===== config.mk =====
export PLATFORM = sky130hd
export DESIGN_NAME = btb_repl_policy
export DESIGN_NICKNAME = d
export VERILOG_FILES = /design/src/rtl/btb_repl_policy_pkg.sv /design/src/rtl/btb_repl_prio_enc.sv /design/src/rtl/btb_repl_policy.sv
export SDC_FILE = /design/constraint.sdc
export NUM_CORES = 1
export LEC_CHECK = 0
export CAP_MARGIN = 10
export CORE_MARGIN = 3
export CORE_UTILIZATION = 53
export DETAILED_ROUTE_END_ITERATION = 8
export PLACE_DENSITY = 0.83
export SLEW_MARGIN = 20
export SYNTH_ARGS = -nofsm -noshare
export SYNTH_HDL_FRONTEND = slang
export SYNTH_SLANG_ARGS = --single-unit

===== constraint.sdc =====
create_clock -name clk_i -period 1.95 [get_ports clk_i]
set_input_delay 0.39 -clock clk_i [delete_from_list [all_inputs] [get_ports clk_i]]
set_output_delay 0.39 -clock clk_i [all_outputs]
set_load 0.01 [all_outputs]

===== src/rtl/btb_repl_policy_pkg.sv =====
// rtl/btb_repl_policy_pkg.sv - shared constants for the BTB replacement policy
package btb_repl_policy_pkg;

  // Replacement modes selectable at elaboration
  localparam int REPL_LFSR = 0;
  localparam int REPL_RR   = 1;
  localparam int REPL_NRU  = 2;

  // Default LFSR seed and Galois feedback mask
  localparam logic [15:0] REPL_LFSR_SEED = 16'h0001;
  localparam logic [15:0] REPL_LFSR_TAPS = 16'hB400;

endpackage


===== src/rtl/btb_repl_prio_enc.sv =====
// rtl/btb_repl_prio_enc.sv - lowest-set-bit priority encoder
module btb_repl_prio_enc #(
  parameter int DEPTH  = 32,
  parameter int ADDR_W = 5
) (
  input  logic [DEPTH-1:0]  vec,
  output logic [ADDR_W-1:0] idx,
  output logic              any
);

  // Scan from the top down so the lowest set bit is the last one written
  always_comb begin
    idx = '0;
    any = 1'b0;
    for (int i = DEPTH - 1; i >= 0; i--) begin
      if (vec[i]) begin
        idx = ADDR_W'(i);
        any = 1'b1;
      end
    end
  end

endmodule


===== src/rtl/btb_repl_policy.sv =====
// rtl/btb_repl_policy.sv - victim selection for BTB-style associative tables
module btb_repl_policy
  import btb_repl_policy_pkg::*;
#(
  parameter int                DEPTH          = 32,
  parameter int                ADDR_W         = 5,
  parameter int                MODE           = REPL_LFSR,
  parameter int                PREFER_INVALID = 1,
  parameter int                LFSR_W         = 16,
  parameter logic [LFSR_W-1:0] INITIAL_VALUE  = LFSR_W'(REPL_LFSR_SEED),
  parameter logic [LFSR_W-1:0] TAP_VALUE      = LFSR_W'(REPL_LFSR_TAPS)
) (
  input  logic              clk_i,
  input  logic              rst_i,
  input  logic              hit_i,
  input  logic [ADDR_W-1:0] hit_entry_i,
  input  logic              alloc_i,
  input  logic              flush_i,
  output logic [ADDR_W-1:0] alloc_entry_o,
  output logic              full_o
);

  // Reject unsupported configurations at elaboration
  if (MODE < REPL_LFSR || MODE > REPL_NRU) begin : g_bad_mode
    $error("btb_repl_policy: MODE must be 0, 1 or 2");
  end
  if (DEPTH != (1 << ADDR_W)) begin : g_bad_depth
    $error("btb_repl_policy: DEPTH must equal 2**ADDR_W");
  end
  if (LFSR_W < ADDR_W) begin : g_bad_lfsr_w
    $error("btb_repl_policy: LFSR_W must be >= ADDR_W");
  end
  if (INITIAL_VALUE == '0) begin : g_bad_seed
    $error("btb_repl_policy: INITIAL_VALUE must be non-zero");
  end

  logic [DEPTH-1:0]  valid_q;
  logic [DEPTH-1:0]  used_q;
  logic [LFSR_W-1:0] lfsr_q;
  logic [ADDR_W-1:0] ptr_q;

  logic [ADDR_W-1:0] inv_idx;
  logic              inv_any;
  logic [ADDR_W-1:0] nru_idx;
  logic              nru_any;
  logic [ADDR_W-1:0] policy_victim;
  logic [ADDR_W-1:0] victim;
  logic [LFSR_W-1:0] lfsr_next;
  logic [DEPTH-1:0]  used_set;
  logic [DEPTH-1:0]  used_or;
  logic [DEPTH-1:0]  used_next;

  btb_repl_prio_enc #(.DEPTH(DEPTH), .ADDR_W(ADDR_W)) u_inv_enc (
    .vec (~valid_q),
    .idx (inv_idx),
    .any (inv_any)
  );

  btb_repl_prio_enc #(.DEPTH(DEPTH), .ADDR_W(ADDR_W)) u_nru_enc (
    .vec (~used_q),
    .idx (nru_idx),
    .any (nru_any)
  );

  // Policy victim; an all-used NRU vector cannot persist, but falls back to 0
  always_comb begin
    policy_victim = lfsr_q[ADDR_W-1:0];
    case (MODE)
      REPL_RR:  policy_victim = ptr_q;
      REPL_NRU: policy_victim = nru_any ? nru_idx : '0;
      default:  policy_victim = lfsr_q[ADDR_W-1:0];
    endcase
  end

  // Fill empty slots first when enabled, otherwise defer to the policy
  always_comb begin
    victim = policy_victim;
    if (PREFER_INVALID != 0 && inv_any) begin
      victim = inv_idx;
    end
  end

  assign alloc_entry_o = victim;
  assign full_o        = ~inv_any;
  assign lfsr_next     = {1'b0, lfsr_q[LFSR_W-1:1]} ^ (lfsr_q[0] ? TAP_VALUE : '0);

  // NRU update: mark hit and allocated entries, restart the epoch on saturation
  always_comb begin
    used_set = '0;
    if (alloc_i) used_set[victim] = 1'b1;
    if (hit_i)   used_set[hit_entry_i] = 1'b1;
    used_or   = used_q | used_set;
    used_next = (&used_or) ? used_set : used_or;
  end

  // Validity tracking; flush wins over a same-cycle allocate
  always_ff @(posedge clk_i or posedge rst_i) begin
    if (rst_i) begin
      valid_q <= '0;
    end else if (flush_i) begin
      valid_q <= '0;
    end else if (alloc_i) begin
      valid_q[victim] <= 1'b1;
    end
  end

  // LFSR advances on every allocate and is deliberately kept across flush
  always_ff @(posedge clk_i or posedge rst_i) begin
    if (rst_i) begin
      lfsr_q <= INITIAL_VALUE;
    end else if (!flush_i && alloc_i && MODE == REPL_LFSR) begin
      lfsr_q <= lfsr_next;
    end
  end

  // Round-robin pointer wraps naturally because DEPTH is a power of two
  always_ff @(posedge clk_i or posedge rst_i) begin
    if (rst_i) begin
      ptr_q <= '0;
    end else if (flush_i) begin
      ptr_q <= '0;
    end else if (alloc_i && MODE == REPL_RR) begin
      ptr_q <= ptr_q + ADDR_W'(1);
    end
  end

  // Used bits for NRU, cleared by flush
  always_ff @(posedge clk_i or posedge rst_i) begin
    if (rst_i) begin
      used_q <= '0;
    end else if (flush_i) begin
      used_q <= '0;
    end else if (MODE == REPL_NRU && (alloc_i || hit_i)) begin
      used_q <= used_next;
    end
  end

endmodule


==> results of run 1 <==
-- logic make-up after synthesis --
kind of cell / after synthesis / share of synthesized area (%)
flops: 48 / 50.0
mux: 13 / 6.09
compound gates: 69 / 23.2
simple gates: 46 / 12.1
buf+inv: 44 / 7.55
xor+xnor: 3 / 1.09
-- what timing repair did --
item	CTS
endpoints found under the hold margin	0
setup buffers	15
gates cloned	1
gates resized for setup	103
pin swaps	34
endpoints found under the setup margin	38
-- per-layer routing --
metal  overflow  global-route usage (%)
met2         54                    92.1
met3          0                    52.0
met5          0                       0
met1          0                    77.7
met4         48                    85.1
-- synthesized netlist by cell type, types with 3 or more instances --
| cell | number | area share, % |
|---|---|---|
| dfrtp_1 | 47 | 49 |
| inv_1 | 32 | 5.0 |
| o32ai_1 | 32 | 12 |
| mux2_2 | 13 | 6.1 |
| a21oi_1 | 9 | 1.9 |
| nand4_1 | 9 | 2.3 |
| nor2_1 | 7 | 1.1 |
| clkbuf_1 | 6 | 0.94 |
| nand3_1 | 6 | 1.2 |
| nand2_1 | 5 | 0.78 |
| o21ai_0 | 4 | 0.83 |
| a2111oi_0 | 3 | 1.1 |
| a21o_1 | 3 | 0.94 |
| nand2b_1 | 3 | 0.78 |
| nor3_1 | 3 | 0.62 |
| o31ai_1 | 3 | 0.94 |
| xnor2_1 | 3 | 1.1 |
-- metrics by stage --
stage	instances	hold slack (ns)	setup slack, ns
4_1_cts	369	0.351	-0.345
3_5_place_dp	345	0.492	-0.528
3_3_place_gp	345	0.483	-0.524
2_1_floorplan	223	0.475	-0.142
==> impl_results.md, run 1 <==
* Post-DP HPWL at 4.80 mm
* Fail Step: global routing (5_1_grt)
* EDFF count, synth at 0
* H-tree Lvls at 2
* Share of synthesized registers carrying an async set or reset at 100%
* Cts hold-fix bufs at 0
* Final GP Congestion at 0.910
* Worst_ep grt: alloc_entry_o[0]
* Max Root-Sink Buffers at 2
* Clock sinks at 48
* Die width at 73.3 um
* Run Error: [ERROR GRT-0232] Routing congestion too high. Check the congestion heatmap in the GUI.
* Mean Syn Cell Area at 10.8 um^2
* All-layer global routing usage at 75.3%
* Clock root cell: clkbuf_8
* Die height at 73.3 um
* Synth cell types at 48
* Num CTS Buffers at 5
* Main synth FF type: dfrtp_1
* Synthesized area at 2400 um^2
* Largest net degree at the start of global routing at 33
* Syn_nets at 233
* Post-synthesis register bit count at 48
* I/O pin total at 16
* Rows at 23
* YS warnings at 0
* Initial Util at 57.6%
* Dpl cell area at 3090 um^2
* Worst endpoint pin kind: output port
* Mapped Cells at 223
* Status: aborted with a tool error
* Sequential share of the synthesized area at 50.0%
* Remaining Overflow, GRT at 102
* PortBufs at 9
==> run 2, diff against run 1 <==
--- a/config.mk
+++ b/config.mk
@@ -7,9 +7,9 @@
 export LEC_CHECK = 0
 export CAP_MARGIN = 10
 export CORE_MARGIN = 3
-export CORE_UTILIZATION = 53
+export CORE_UTILIZATION = 40
 export DETAILED_ROUTE_END_ITERATION = 8
-export PLACE_DENSITY = 0.83
+export PLACE_DENSITY_LB_ADDON = 0.15
 export SLEW_MARGIN = 20
 export SYNTH_ARGS = -nofsm -noshare
 export SYNTH_HDL_FRONTEND = slang
==> constraint.sdc (replaced) <==
create_clock -name clk_i -period 2.5 [get_ports clk_i]
set_input_delay 0.5 -clock clk_i [delete_from_list [all_inputs] [get_ports clk_i]]
set_output_delay 0.5 -clock clk_i [all_outputs]
set_load 0.01 [all_outputs]
==> run 2 against run 1 <==
The flow now finishes, with violations (setup timing). Synthesized area stayed put. Synthesized cell count stayed put.
==> impl_results.md, run 2 <==
* Status: complete, but fails checks (was aborted with a tool error)
* Violated checks: setup timing
* Clock Latency Late Sink at 0.31 ns
* Crit-path max FO at 3
* Worst r2r src: valid_q[16]
* Vias per std cell at 5.66
* Peak Freq at 0.398 GHz
* Routed wire length at 6.18 mm
* Slew at the pin with the worst max-slew slack at 0.585 ns
* I/O pin total at 16 (unchanged)
* Initial Util at 42.4% (was 57.6%)
* Crit-path cells: nand4_1, or4_4, buf_4, nor2_4, a21oi_2, nand2_1, buf_2
* Final ANT Viol Nets at 0
* TNS Setup at -0.0182 ns
* Final worst setup slack at -0.0130 ns
* Die area at 6970 um^2
* Pwr dens at 602 nW/um^2
* Antenna diodes at 0
* YS warnings at 0 (unchanged)
* Remaining Overflow, GRT at 0
* Commonest cells after routing, fill and taps aside: 57 x buf_4, 46 x dfrtp_1, 31 x inv_1, 31 x o32ai_1, 13 x mux2_2
* Initial antenna violation count at 0
* Syn_nets at 233 (unchanged)
* Worst slack at placement at -0.196 ns (was -0.528 ns)
* H-tree Lvls at 2 (unchanged)
* Post-synth top area share at 48.9% (unchanged)
* Dpl cell area at 2880 um^2 (was 3090 um^2)
* Critical path capture point type: output port
* Synth cell types at 48 (unchanged)
* WP buf/inv at 2
* Slew Viols, Final at 0
* Clock Pin Slew Worst Setup and Hold Paths at 0.10 ns
* Biggest register: valid_q
* Count leader, synth: dfrtp_1 (unchanged)
* Worst clock skew at 0.0157 ns
* EDFF count, synth at 0 (unchanged)
* Most common cell after layout, fill and taps aside: buf_4
* Rows at 27 (was 23)
* Leak at 1.30 nW
* CP required at 2.00 ns
* Hold_ws at 0.509 ns
* Max reg flops at 32
* Vias at 2039
* Tot Pwr at 1.92 mW
* Final Non-Filler Cells at 360
* Max Root-Sink Buffers at 2 (unchanged)
* Crit path to: alloc_entry_o[1]
* Worst path top cell family by delay: simple AND/OR/NAND/NOR gates
* Post-synthesis register bit count at 48 (unchanged)
* Sequential share of the synthesized area at 50.0% (unchanged)
* Max VDD drop at 421 uV
* Reg2reg setup slack at 0.17 ns
* TritonCTS clock tree: built
* Max_cap viols at 0
* Top area cells in the synthesized netlist: dfrtp_1 49%, o32ai_1 12%, mux2_2 6.1% (unchanged)
* Commonest cells post-synth: 47 x dfrtp_1, 32 x inv_1, 32 x o32ai_1, 13 x mux2_2 (unchanged)
* Fraction of layout cells with a size suffix above 1 at 39.2%
* PortBufs at 9 (unchanged)
* DRT Pass-1 Iters at 4
* Mapped Cells at 223 (unchanged)
* Clock root cell: clkbuf_8 (unchanged)
* Num CTS Buffers at 5 (unchanged)
* Final net count at 297
* Mean Syn Cell Area at 10.8 um^2 (unchanged)
* Largest net degree at the start of global routing at 33
* Worst path max stage delay at 0.58 ns
* Synth-to-Final Area Change at 32.4%
* Register-to-Register Path Depth at 10
* All-layer global routing usage at 19.2%
* RSZ-0062 raised after global routing: true
* Die height at 83.5 um (was 73.3 um)
* Worst Hold Depth at 1
* Startpoint Class: flop
* Clock sinks at 48 (unchanged)
* Final core occ at 56.1%
* Worst slew margin at 60.7%
* Final setup vio count at 2
* Biggest regs: valid_q: 32 flops, lfsr_q: 16 flops
* Post-route DRC at 0
* Die width at 83.5 um (was 73.3 um)
* Final GP Congestion at 0.790 (was 0.910)
* Main synth FF type: dfrtp_1 (unchanged)
* CP startpoint: valid_q[16]
* Final instance area at 3180 um^2
* First-pass GRT wire length at 10.7 mm
* Final min period at 2.51 ns
* Drt first-iter violations at 101
* Routed wire per std cell at 17.2 um
* # placed instances at 341 (was 345)
* Hold Crit Class: reg -> reg
* CP max-delay cell: or4_4
* Synthesized area at 2400 um^2 (unchanged)
* Period utilization at 101%
* Critical path arrival at 2.01 ns
* Cts hold-fix bufs at 0 (unchanged)
* Post-DP HPWL at 4.29 mm (was 4.80 mm)
* WS Path Type: reg -> out
* Critical path depth in cells at 7
* Vias in the first global route at 2066
* Cell taking the most area after synthesis: dfrtp_1 (unchanged)
* Core area at 5680 um^2
* Hold Violations, Final at 0
* Worst r2r dst: valid_q[28]
* Share of synthesized registers carrying an async set or reset at 100% (unchanged)
## run 2: cell counts after synthesis
Identical to the previous run, type by type.
## run 2: worst min path at each step
stage,start,end,slack [ns]
after floorplan,lfsr_q[15],lfsr_q[15],0.47
after global placement,lfsr_q[8],lfsr_q[7],0.48
after detailed placement,lfsr_q[7],lfsr_q[7],0.49
after CTS,lfsr_q[7],lfsr_q[7],0.52
after global routing,lfsr_q[7],lfsr_q[6],0.54
final,lfsr_q[7],lfsr_q[7],0.51
## run 2: worst register-to-register path: cells and delay by family (launching register included)
family / cells / cell delay, ns
compound gates: 2 / 0.46
buf+inv: 4 / 0.72
simple gates: 4 / 0.63
flops: 1 / 0.40
## run 2: final cells by class
type                            instances  area (um^2)
Clock buffer                            6         82.6
Clock inverter                          2         38.8
Fill cell                             499         2490
Inverter                               34          128
Multi-Input combinational cell        131         1130
Sequential cell                        48         1200
Tap cell                               72         90.1
Timing Repair Buffer                   67          512
## run 2: metal layers
| metal | track usage (%) | share of wire (%) | vias up |
|---|---|---|---|
| li1 | - | - | 981 |
| met1 | 27.8 | 48 | 1002 |
| met2 | 28.9 | 47 | 41 |
| met3 | 3.06 | 3.0 | 15 |
| met4 | 7.46 | 2.4 | 0 |
| met5 | 0 | 0 | - |
## run 2: power breakdown
part           switching [mW]  total (mW)  internal [mW]
registers               0.103        1.02          0.914
clock network           0.271       0.599          0.327
logic                   0.134       0.300          0.166
## run 2: kinds of logic (layout without fill, tap and decap cells)
| family | after synthesis | in the layout | share of synthesized area (%) |
|---|---|---|---|
| mux | 13 | 13 | 6.09 |
| compound gates | 69 | 69 | 23.2 |
| flops | 48 | 48 | 50.0 |
| simple gates | 46 | 46 | 12.1 |
| buf+inv | 44 | 109 | 7.55 |
| xor+xnor | 3 | 3 | 1.09 |
## run 2: repair_timing
| action | CTS | global route |
|---|---|---|
| cloned | 0 | 0 |
| setup endpoints to repair | 6 | 27 |
| resized for setup | 24 | 26 |
| setup buffers | 9 | 3 |
| pin swaps | 7 | 12 |
Power figures use the tool's default switching activity.
==> run 3, diff against run 2 <==
--- a/config.mk
+++ b/config.mk
@@ -6,8 +6,10 @@
 export NUM_CORES = 1
 export LEC_CHECK = 0
 export CAP_MARGIN = 10
+export CELL_PAD_IN_SITES_DETAIL_PLACEMENT = 1
+export CELL_PAD_IN_SITES_GLOBAL_PLACEMENT = 2
 export CORE_MARGIN = 3
-export CORE_UTILIZATION = 40
+export CORE_UTILIZATION = 39
 export DETAILED_ROUTE_END_ITERATION = 8
 export PLACE_DENSITY_LB_ADDON = 0.15
 export SLEW_MARGIN = 20
==> run 3 against run 2 <==
The run now ends clean. Critical path depth stayed put. Power rose by 4.2%. Register-to-register slack better by 0.07 ns. Hold slack better by 0.0036 ns. Final cell count increased by 0.83%. Combinational power shrank 1%. Via count up 5.2%. Die area increased by 2.4%. Highest routed layer unchanged.
==> impl_results.md, run 3 (synthesis gave the netlist of run 2 again) <==
* Max reg flops at 32 (unchanged)
* Startpoint Class: flop (unchanged)
* Vias in the first global route at 2386 (was 2066)
* I/O pin total at 16 (unchanged)
* WS Path Type: reg -> out (unchanged)
* Leak at 1.33 nW (was 1.30 nW)
* Peak Freq at 0.401 GHz (was 0.398 GHz)
* Pwr dens at 613 nW/um^2 (was 602 nW/um^2)
* Tot Pwr at 2.00 mW (was 1.92 mW)
* Die width at 84.5 um (was 83.5 um)
* TritonCTS clock tree: built (unchanged)
* Clock sinks at 48 (unchanged)
* Worst clock skew at 0.0121 ns (was 0.0157 ns)
* DRT Pass-1 Iters at 4 (unchanged)
* Met1 Track Usage GR at 23.8% (was 27.8%)
* Max Root-Sink Buffers at 2 (unchanged)
* Cts hold-fix bufs at 0 (unchanged)
* Biggest regs: valid_q: 32 flops, lfsr_q: 16 flops (unchanged)
* CP required at 2.00 ns (about the same)
* Clock root cell: clkbuf_8 (unchanged)
* Slew at the pin with the worst max-slew slack at 0.593 ns (was 0.585 ns)
* Rows at 27 (unchanged)
* Critical path capture point type: output port (unchanged)
* Max VDD drop at 437 uV (was 421 uV)
* Hold Violations, Final at 0 (unchanged)
* Final min period at 2.50 ns (was 2.51 ns)
* # placed instances at 344 (was 341)
* Grt peak-use layer: met2 (unchanged)
* Max_cap viols at 0 (unchanged)
* Die area at 7140 um^2 (was 6970 um^2)
* Clock Latency Late Sink at 0.30 ns (was 0.31 ns)
* H-tree Lvls at 2 (unchanged)
* Fillcell total at 635 (was 499)
* Worst slew margin at 60.2% (was 60.7%)
* Reg2reg setup slack at 0.24 ns (was 0.17 ns)
* RSZ-0062 raised after global routing: true (unchanged)
* Post-DP HPWL at 5.10 mm (was 4.29 mm)
* Most common cell after layout, fill and taps aside: buf_4 (unchanged)
* Final GP Congestion at 0.875 (was 0.790)
* Final setup vio count at 0 (was 2)
* First-pass GRT wire length at 11.8 mm (was 10.7 mm)
* GR Util met3 at 4.42% (was 3.06%)
* Initial antenna violation count at 0 (unchanged)
* Hold Crit Class: reg -> reg (unchanged)
* Period utilization at 99.8% (was 101%)
* Final Non-Filler Cells at 363 (was 360)
* Clock Pin Slew Worst Setup and Hold Paths at 0.10 ns (about the same)
* Crit-path max FO at 3 (unchanged)
* Final net count at 300 (was 297)
* Post-route DRC at 0 (unchanged)
* Slew Viols, Final at 0 (unchanged)
* Routed wire per std cell at 19.4 um (was 17.2 um)
* Initial Util at 41.9% (was 42.4%)
* Fraction of layout cells with a size suffix above 1 at 39.9% (was 39.2%)
* Num CTS Buffers at 5 (unchanged)
* PortBufs at 9 (unchanged)
* Antenna diodes at 0 (unchanged)
* Remaining Overflow, GRT at 0 (unchanged)
* Vias per std cell at 5.91 (was 5.66)
* Final ANT Viol Nets at 0 (unchanged)
* TNS Setup at 0 ns (was -0.0182 ns)
* Commonest cells after routing, fill and taps aside: 56 x buf_4, 47 x dfrtp_1, 30 x inv_1, 30 x o32ai_1, 13 x mux2_2 (was 57 x buf_4, 46 x dfrtp_1, 31 x inv_1, 31 x o32ai_1, 13 x mux2_2)
* Dpl cell area at 2930 um^2 (was 2880 um^2)
* Synth-to-Final Area Change at 35.3% (was 32.4%)
* Vias at 2145 (was 2039)
* Final instance area at 3250 um^2 (was 3180 um^2)
* Core area at 5740 um^2 (was 5680 um^2)
* All-layer global routing usage at 20.6% (was 19.2%)
* Routed wire length at 7.06 mm (was 6.18 mm)
* Biggest register: valid_q (unchanged)
* Largest net degree at the start of global routing at 33 (unchanged)
* Critical path arrival at 2.00 ns (was 2.01 ns)
* Status: finished, final reports clean (was complete, but fails checks)
* Met2 global-route usage at 37.6% (was 28.9%)
* Drt first-iter violations at 85 (was 101)
* Die height at 84.5 um (was 83.5 um)
==> run 3: final timing paths <==
check | cells past startpoint | endpoint | start
max in group asynchronous | 3 | valid_q[21] | rst_i
setup reg to reg | 11 | valid_q[29] | valid_q[19]
setup / recovery | 7 | alloc_entry_o[1] | valid_q[26]
hold / removal | 1 | lfsr_q[15] | lfsr_q[15]
min in group asynchronous | 2 | lfsr_q[12] | rst_i
hold reg to reg | 1 | lfsr_q[15] | lfsr_q[15]
==> run 3: layer usage <==
metal	up-vias	wire, um
met5	-	0
met1	1097	2960
met2	44	3650
met4	0	178
li1	986	-
met3	18	270
==> run 3: power by group <==
part           total (mW)  switching [mW]  internal [mW]
sequential           1.02           0.106          0.914
clock               0.679           0.277          0.403
combinational       0.296           0.135          0.161
total                2.00           0.518           1.48
==> run 3: worst max-delay path: stages, from the launching register on <==
cell	delay, ns
dfrtp_1	0.40
nand4_1	0.17
or4_4	0.60
buf_6	0.14
nor2_4	0.11
a21oi_2	0.08
nand2_1	0.07
buf_2	0.13
==> run 3: final cells by class <==
| cell class | instances | area, um^2 | share of cell area (%) |
|---|---|---|---|
| inverter | 34 | 128 | 3.92 |
| multi-input combinational | 131 | 1130 | 34.9 |
| sequential | 48 | 1200 | 37.0 |
| tap | 72 | 90.1 | 2.77 |
| clock inverter | 3 | 68.8 | 2.12 |
| timing repair buffer | 70 | 561 | 17.2 |
| clock buffer | 5 | 68.8 | 2.12 |
==> run 3: metrics by stage <==
stage	setup WS, ns	hold WS (ns)	util (%)
finish	0.00412	0.512	56.6
floorplan	0.229	0.475	-
global placement	-0.258	0.483	51.0
CTS	-0.166	0.524	55.2
global route	-0.107	0.548	56.6
detailed placement	-0.199	0.493	51.0
==> run 3: repair_timing <==
item / in CTS / in global routing
setup buffers: 9 / 2
resized for setup: 21 / 27
setup endpoints to repair: 6 / 14
pin swaps: 6 / 8
